### config.mk
export PLATFORM = sky130hd
export DESIGN_NAME = vehicle_detect
export DESIGN_NICKNAME = d
export VERILOG_FILES = /design/src/rtl/vehicle_detect.sv
export SDC_FILE = /design/constraint.sdc
export NUM_CORES = 1
export LEC_CHECK = 0
export ABC_CLOCK_PERIOD_IN_PS = 2200
export BUFFER_PORTS_ARGS = -buffer_cell sky130_fd_sc_hd__buf_2
export CAP_MARGIN = 20
export CELL_PAD_IN_SITES_DETAIL_PLACEMENT = 1
export CELL_PAD_IN_SITES_GLOBAL_PLACEMENT = 1
export CORE_MARGIN = 4
export CORE_UTILIZATION = 40
export DETAILED_ROUTE_END_ITERATION = 8
export GPL_TIMING_DRIVEN = 0
export PLACE_DENSITY_LB_ADDON = 0.1
export SYNTH_ARGS = -nofsm -noshare
export SYNTH_HDL_FRONTEND = slang
export SYNTH_SLANG_ARGS = --single-unit
### constraint.sdc
create_clock -name clk -period 2.2 [get_ports clk]
set_input_delay 0.11 -clock clk [delete_from_list [all_inputs] [get_ports clk]]
set_output_delay 0.11 -clock clk [all_outputs]
set_load 0.05 [all_outputs]
### src/rtl/vehicle_detect.sv
// ---------------------------------------------------------------------------
// vehicle_detect
//
// Turns a raw, asynchronous inductive-loop signal into a clean vehicle
// request for the downstream traffic-light FSM.
//
//   loop_raw -> 2-flop synchronizer -> debounce FSM -> arrival pulse
//   arrival  -> latched sensor request (cleared when the light goes GREEN)
//   arrival  -> saturating 8-bit arrival counter
//   clean    -> stuck-loop watchdog -> sticky fault (forces sensor high)
//
// Parameters
//   DEBOUNCE_CYCLES : stable synchronized samples needed to accept a level
//                     change (2..255)
//   STUCK_CYCLES    : consecutive debounced-high cycles that declare the loop
//                     stuck (> DEBOUNCE_CYCLES, up to 65535)
//
// Ports
//   clk       in   single clock, rising edge
//   rst       in   synchronous active-high reset
//   loop_raw  in   raw loop detector, asynchronous, 1 = vehicle present
//   light     in   [1:0] current light: 00 RED, 01 GREEN, 10 YELLOW, 11 invalid
//   sensor    out  latched vehicle request (flop output)
//   fault     out  sticky stuck-loop indication (flop output)
//   det_count out  [7:0] saturating count of accepted arrivals (flop output)
// ---------------------------------------------------------------------------
module vehicle_detect #(
   parameter int DEBOUNCE_CYCLES = 8,
   parameter int STUCK_CYCLES    = 1024
) (
   input  logic       clk,
   input  logic       rst,
   input  logic       loop_raw,
   input  logic [1:0] light,
   output logic       sensor,
   output logic       fault,
   output logic [7:0] det_count
);

   localparam logic [7:0]  DEB_C   = 8'(DEBOUNCE_CYCLES);
   localparam logic [15:0] STUCK_C = 16'(STUCK_CYCLES);
   localparam logic [1:0]  LIGHT_GREEN = 2'b01;

   typedef enum logic [1:0] {
      LO     = 2'd0,
      CHK_HI = 2'd1,
      HI     = 2'd2,
      CHK_LO = 2'd3
   } deb_state_e;

   function automatic logic [7:0] sat_inc8(input logic [7:0] v);
      return (v == 8'hFF) ? v : v + 8'd1;
   endfunction

   function automatic logic [15:0] sat_inc16(input logic [15:0] v);
      return (v == 16'hFFFF) ? v : v + 16'd1;
   endfunction

   logic        sync1_q;
   logic        sync_q;
   deb_state_e  state_q, state_d;
   logic [7:0]  cnt_q, cnt_d;
   logic [15:0] stuck_q, stuck_d;
   logic        fault_q, fault_d;
   logic        sensor_q, sensor_d;
   logic [7:0]  count_q, count_d;
   logic        arrival;
   logic        clean;

   // Synchronizer: the only logic that ever samples loop_raw.
   always_ff @(posedge clk) begin
      if (rst) begin
         sync1_q <= 1'b0;
         sync_q  <= 1'b0;
      end else begin
         sync1_q <= loop_raw;
         sync_q  <= sync1_q;
      end
   end

   // Debounce FSM. The CHK states count consecutive samples at the new
   // level; a single sample back at the old level abandons the change.
   always_comb begin
      state_d = state_q;
      cnt_d   = cnt_q;
      arrival = 1'b0;
      case (state_q)
         LO: begin
            if (sync_q) begin
               state_d = CHK_HI;
               cnt_d   = 8'd1;
            end
         end
         CHK_HI: begin
            if (!sync_q) begin
               state_d = LO;
               cnt_d   = 8'd0;
            end else if (cnt_q == DEB_C) begin
               state_d = HI;
               cnt_d   = 8'd0;
               arrival = 1'b1;
            end else begin
               // cnt_q < DEB_C <= 255 here, so this cannot wrap
               cnt_d = cnt_q + 8'd1;
            end
         end
         HI: begin
            if (!sync_q) begin
               state_d = CHK_LO;
               cnt_d   = 8'd1;
            end
         end
         CHK_LO: begin
            if (sync_q) begin
               state_d = HI;
               cnt_d   = 8'd0;
            end else if (cnt_q == DEB_C) begin
               state_d = LO;
               cnt_d   = 8'd0;
            end else begin
               cnt_d = cnt_q + 8'd1;
            end
         end
         default: begin
            state_d = LO;
            cnt_d   = 8'd0;
         end
      endcase
   end

   assign clean = (state_q == HI) || (state_q == CHK_LO);

   // Watchdog, request latch and arrival counter.
   always_comb begin
      stuck_d  = clean ? sat_inc16(stuck_q) : 16'd0;
      fault_d  = fault_q | (stuck_q == STUCK_C);
      count_d  = arrival ? sat_inc8(count_q) : count_q;
      sensor_d = sensor_q;
      // fault_d rather than fault_q so sensor is never low while fault is high
      if (fault_d) begin
         sensor_d = 1'b1;
      end else if (light == LIGHT_GREEN) begin
         sensor_d = 1'b0;
      end else if (arrival) begin
         sensor_d = 1'b1;
      end
   end

   always_ff @(posedge clk) begin
      if (rst) begin
         state_q  <= LO;
         cnt_q    <= 8'd0;
         stuck_q  <= 16'd0;
         fault_q  <= 1'b0;
         sensor_q <= 1'b0;
         count_q  <= 8'd0;
      end else begin
         state_q  <= state_d;
         cnt_q    <= cnt_d;
         stuck_q  <= stuck_d;
         fault_q  <= fault_d;
         sensor_q <= sensor_d;
         count_q  <= count_d;
      end
   end

   assign sensor    = sensor_q;
   assign fault     = fault_q;
   assign det_count = count_q;

endmodule

---- After elaboration in Yosys (flattened, before gate mapping) ----
Index checks and enable logic that the tools add are counted.
operators by class
  equal/unequal tests ..................... 12
  bitwise operators ....................... 3
  multiplexer cells ....................... 19
  $add $sub $neg .......................... 3
  reduce and logical (&&, ||, !) cells .... 7
operator list
  kind                   count
  $mux 8                 5
  $pmux 8 s4             1
  $add 16x1->16 const B  1
  $add 8x1->8 const B    2
  $eq 16x11->1 const B   1
  $eq 16x16->1 const B   1
  $mux 2                 6
  $eq 8x4->1 const B     1
  $eq 8x8->1 const B     1
  $pmux 2 s4             1
  $mux 1                 6
  $ne 3x3->1 const B     2
  $eq 2x1->1 const B     2
  $eq 2x2->1 const B     2
  $ne 2x2->1 const B     2
  $reduce_and 2->1       2
  $reduce_and 4->1       1
  $reduce_bool 3->1      1
  $logic_not 2->1        1
  $not 1->1              2
  $reduce_or 2->1        1
  $logic_or 1x1->1       1
  $or 1x1->1             1
storage, ports and cells
  register bits after elaboration ......... 38
  output and inout port bits .............. 10

---- Depth between registers and ports, before layout ----
  depth in word-level cells ............... 7
  depth in mapped cells ................... 8

---- Worst setup path before layout ----
No wires, ideal clock.
  path type ............................... register to register
  start point ............................. register cnt_q[0]
  end point ............................... register count_q[6], in the netlist det_count[6]
  arrival ................................. 2245 ps
  setup time .............................. 115 ps
  slack ................................... -161 ps
  cell stages (with the launch flop) ...... 8
  buffers on the path ..................... 1
  data required time ...................... 2085 ps
  clock period less this slack ............ 2361 ps
  path through ............................ dfxtp_1 -> inv_1 -> ha_1 -> or4b_4 -> or4_1 -> buf_2 -> or4b_1 -> and3_1
on the way
  word-level cells in the longest chain between the ends .. 5
RTL lines
  element                     line  text
  start: declaration          62    logic [7:0] cnt_q, cnt_d;
  start signal: assignment    159   cnt_q <= cnt_d;
  $eq 8x4->1                  98    end else if (cnt_q == DEB_C) begin
  $mux 1                      98
  $mux 1                      95    if (!sync_q) begin
  $mux 1                      87    case (state_q)
  $reduce_and 2->1 (no line)  --
  end signal: assignment      163   count_q <= count_d;
  end: declaration            66    logic [7:0] count_q, count_d;
Every way passes these cells.
A chain may end at the register's enable or synchronous reset.

---- Worst setup path in the final report ----
Ends and elaborated chain as after synthesis.

==> impl_metrics.csv <==
group,metric,value,unit
timing,layout_min_cycle_time,2290,ps
setup_path,crit_path_top_delay_cell,"or4_4",
timing,slew_violations,0,
timing,maxSlewHeadroom,0.376,
logic_synthesis,synth_area_per_cell,8.72,um^2
routing,drc,0,
global_route,overflow,0,
floorplan,start_util,0.417,
cells_and_area,regArea,767,um^2
routing,ant_nets,0,
setup_path,crit_required,2380,ps
logic_synthesis,yosysTopAreaCellShare,0.414,
global_route,antenna_found_initial,0,
clock_tree,clock_latency,290,ps
logic_synthesis,synth-seq-cells,38,
clock_tree,clock_path_buffers,2,
power,cellPowerDensity,545,nW/um^2
cells_and_area,nets,246,
cells_and_area,num_antenna_cells,0,
place,port-buffer-count,14,
logic_synthesis,netlist_area,1840,um^2
floorplan,row_count,24,
cells_and_area,area_growth,22.0,%
routing,routed_wl,5100,um
timing,grt_setup_unrepaired,"yes",
power,internal_power,956,uW
setup_path,cp_slowest_stage_delay,510,ps
setup_path,cp-start-kind,"flop",
cells_and_area,multi_input_area,1130,um^2
setup_path,crit_top_cell,"or4b_4",
floorplan,core,4410,um^2
logic_synthesis,synth_cell_types,46,
floorplan,fp.dieW,75.8,um
logic_synthesis,synth.most_common_cell,"dfxtp_1",
clock_tree,cts_root_buffer,"clkbuf_8",
timing,fmax,0.437,GHz
logic_synthesis,yosysSeqAreaShare,0.414,
global_route,grt_max_degree,11,
cells_and_area,utilization,0.509,
floorplan,pin_count,15,
logic_synthesis,synthTopCellsByArea,"dfxtp_1, a21oi_1, ha_1",
setup_path,crit_type,"flop to flop",
global_route,grt_pass1_vias,1736,
clock_tree,clock-sinks,38,
setup_path,path_cells,"inv_4 -> ha_4 -> or4b_4 -> or4_4 -> or4b_4 -> and3_4",
logic_synthesis,syn_nets,221,
timing,skew,5.31,ps
clock_tree,ctsHtreeMaxLevel,2,
routing,via_per_inst,6.03,
routing,drt_iter0_drc,61,
power,power_leakage,0.000792,uW
power,power.share.clock,0.387,
setup_path,critPathMaxFanout,7,
status,failed_checks,"setup timing",
clock_tree,path_clk_slew,70,ps
setup_path,cp.arrival,2480,ps
routing,wl_per_cell,17.8,um
clock_tree,cts_buffers,5,
setup_path,endpoint_kind,"flop",
logic_synthesis,synthCells,211,
status,run_status,"finished, violations left",
place,place.gp.congestion,0.806,
floorplan,dieHeight,75.8,um
cells_and_area,fill_cells,523,
global_route,track_usage,0.194,
power,vdd_drop_max,0.301,mV
job,max_cap_viol_count,0,
place,place_hpwl,3460,um
routing,dr.pass1.iters,4,
power,switching_share,0.218,
timing,min_period_over_period,1.04,
logic_synthesis,yosysWarningCount,0,
logic_synthesis,synth_edf_count,0,
timing,postLayoutSetupSlackWorst,-90.6,ps
clock_tree,holdBufCountCts,0,
timing,tightest_slew,933,ps
routing,num_vias,1730,
global_route,grt_pass1_wl,8400,um
power,p_sw,267,uW
power,power_frac_comb,0.044,
power,power.total,1220,uW
logic_synthesis,ys_async_sr_fraction,0,
logic_synthesis,synth_top_cell_by_area,"dfxtp_1",
timing,finalSetupViolCount,4,
floorplan,die_area,5750,um^2
logic_synthesis,synth_flop_cell,"dfxtp_1",
clock_tree,tritoncts,"built",
cells_and_area,drive_gt1_frac,0.217,
logic_synthesis,synthTopCellsByCount,"dfxtp_1, a21oi_1, nor2_1",
power,seq_power_share,0.569,
hold_path,hold_class,"input pin to flop",
timing,finalHoldViolations,0,
## per-layer routing
| metal | share of wire | global-route usage | vias up |
|---|---|---|---|
| met4 | 0.016 | 0.0874 | 0 |
| met2 | 0.52 | 0.333 | 14 |
| met5 | 0 | 0 | - |
| li1 | - | - | 854 |
| met1 | 0.44 | 0.232 | 854 |
| met3 | 0.018 | 0.0369 | 8 |
## through the flow
step | instance area, um^2 | std cells | TNS, ps | hold slack [ps] | setup slack (ps)
2_1_floorplan | 1850 | 211 | 0 | 194 | 2.64
3_3_place_gp | 1980 | 277 | -948 | 320 | -153
3_5_place_dp | 1980 | 277 | -2250 | 353 | -225
4_1_cts | 2130 | 286 | -682 | 41.3 | -152
5_1_grt | 2240 | 287 | -487 | 48.2 | -126
6_report | 2240 | 287 | -149 | 42.6 | -90.6
## flip-flops by register name, summed over array words and instances, names as in the netlist, named ones only
name       count
det_count      8
fault          1
sync_q         1
state_q        1
cnt_q          8
sync1_q        1
stuck_q       16
sensor         1
## critical path, delay by kind of cell (launching register included)
family                   cells  cell delay, ps
adder cells (fa/ha/maj)      1             110
flip-flops                   1             350
AND/OR/NAND/NOR              4            1660
buffers and inverters        1              50
## worst paths after layout
path	start	depth (start not counted)	end	slack [ps]
hold / removal	loop_raw	2	sync1_q	40
hold reg to reg	sync1_q	1	sync_q	460
setup / recovery	cnt_q[0]	6	det_count[6]	-90
setup reg to reg	cnt_q[0]	6	det_count[6]	-90
## repair_timing
action                                  in CTS  in global routing
pin swaps                                    4                  5
cloned                                       0                  1
endpoints found under the setup margin      17                 18
resized for setup                           12                 22
setup buffers                                3                  1
## cell type report
type | count | share of cell area
Buffer | 6 | 0.0167
Clock buffer | 6 | 0.0368
Inverter | 9 | 0.0162
Multi-Input combinational cell | 157 | 0.504
Sequential cell | 38 | 0.342
Tap cell | 52 | 0.0290
Timing Repair Buffer | 19 | 0.0557
## cell usage in the layout (no fill, tap or decap), types with 5 or more instances in the layout
cell / instances
dfxtp_1: 35
nor2_1: 14
buf_2: 14
nand3_1: 12
a21oi_1: 12
nand2_1: 10
o21ai_0: 9
nand4_1: 8
nor3_1: 8
inv_1: 6
clkbuf_8: 6
a31oi_1: 5
## cells by family (layout without fill, tap and decap cells)
kind of cell / Yosys count / in the layout / synth area share
AOI/OAI and AO/OA: 53 / 53 / 0.196
muxes: 3 / 3 / 0.0170
adders and majority gates: 5 / 5 / 0.0340
DFF: 38 / 38 / 0.414
xor gates and xnor gates: 6 / 6 / 0.0286
buffers and inverters: 16 / 40 / 0.0340
and+or+nand+nor: 90 / 90 / 0.277
## power by group through the flow
stage,Combinational [uW],Sequential [uW],Clock [uW]
after floorplan,26.8,712,0
after global placement,38.7,713,0
after detailed placement,40.6,713,0
after CTS,48.3,695,499
after global routing,59.6,697,525
final,53.5,696,474
(Power assumes the default switching activity.)
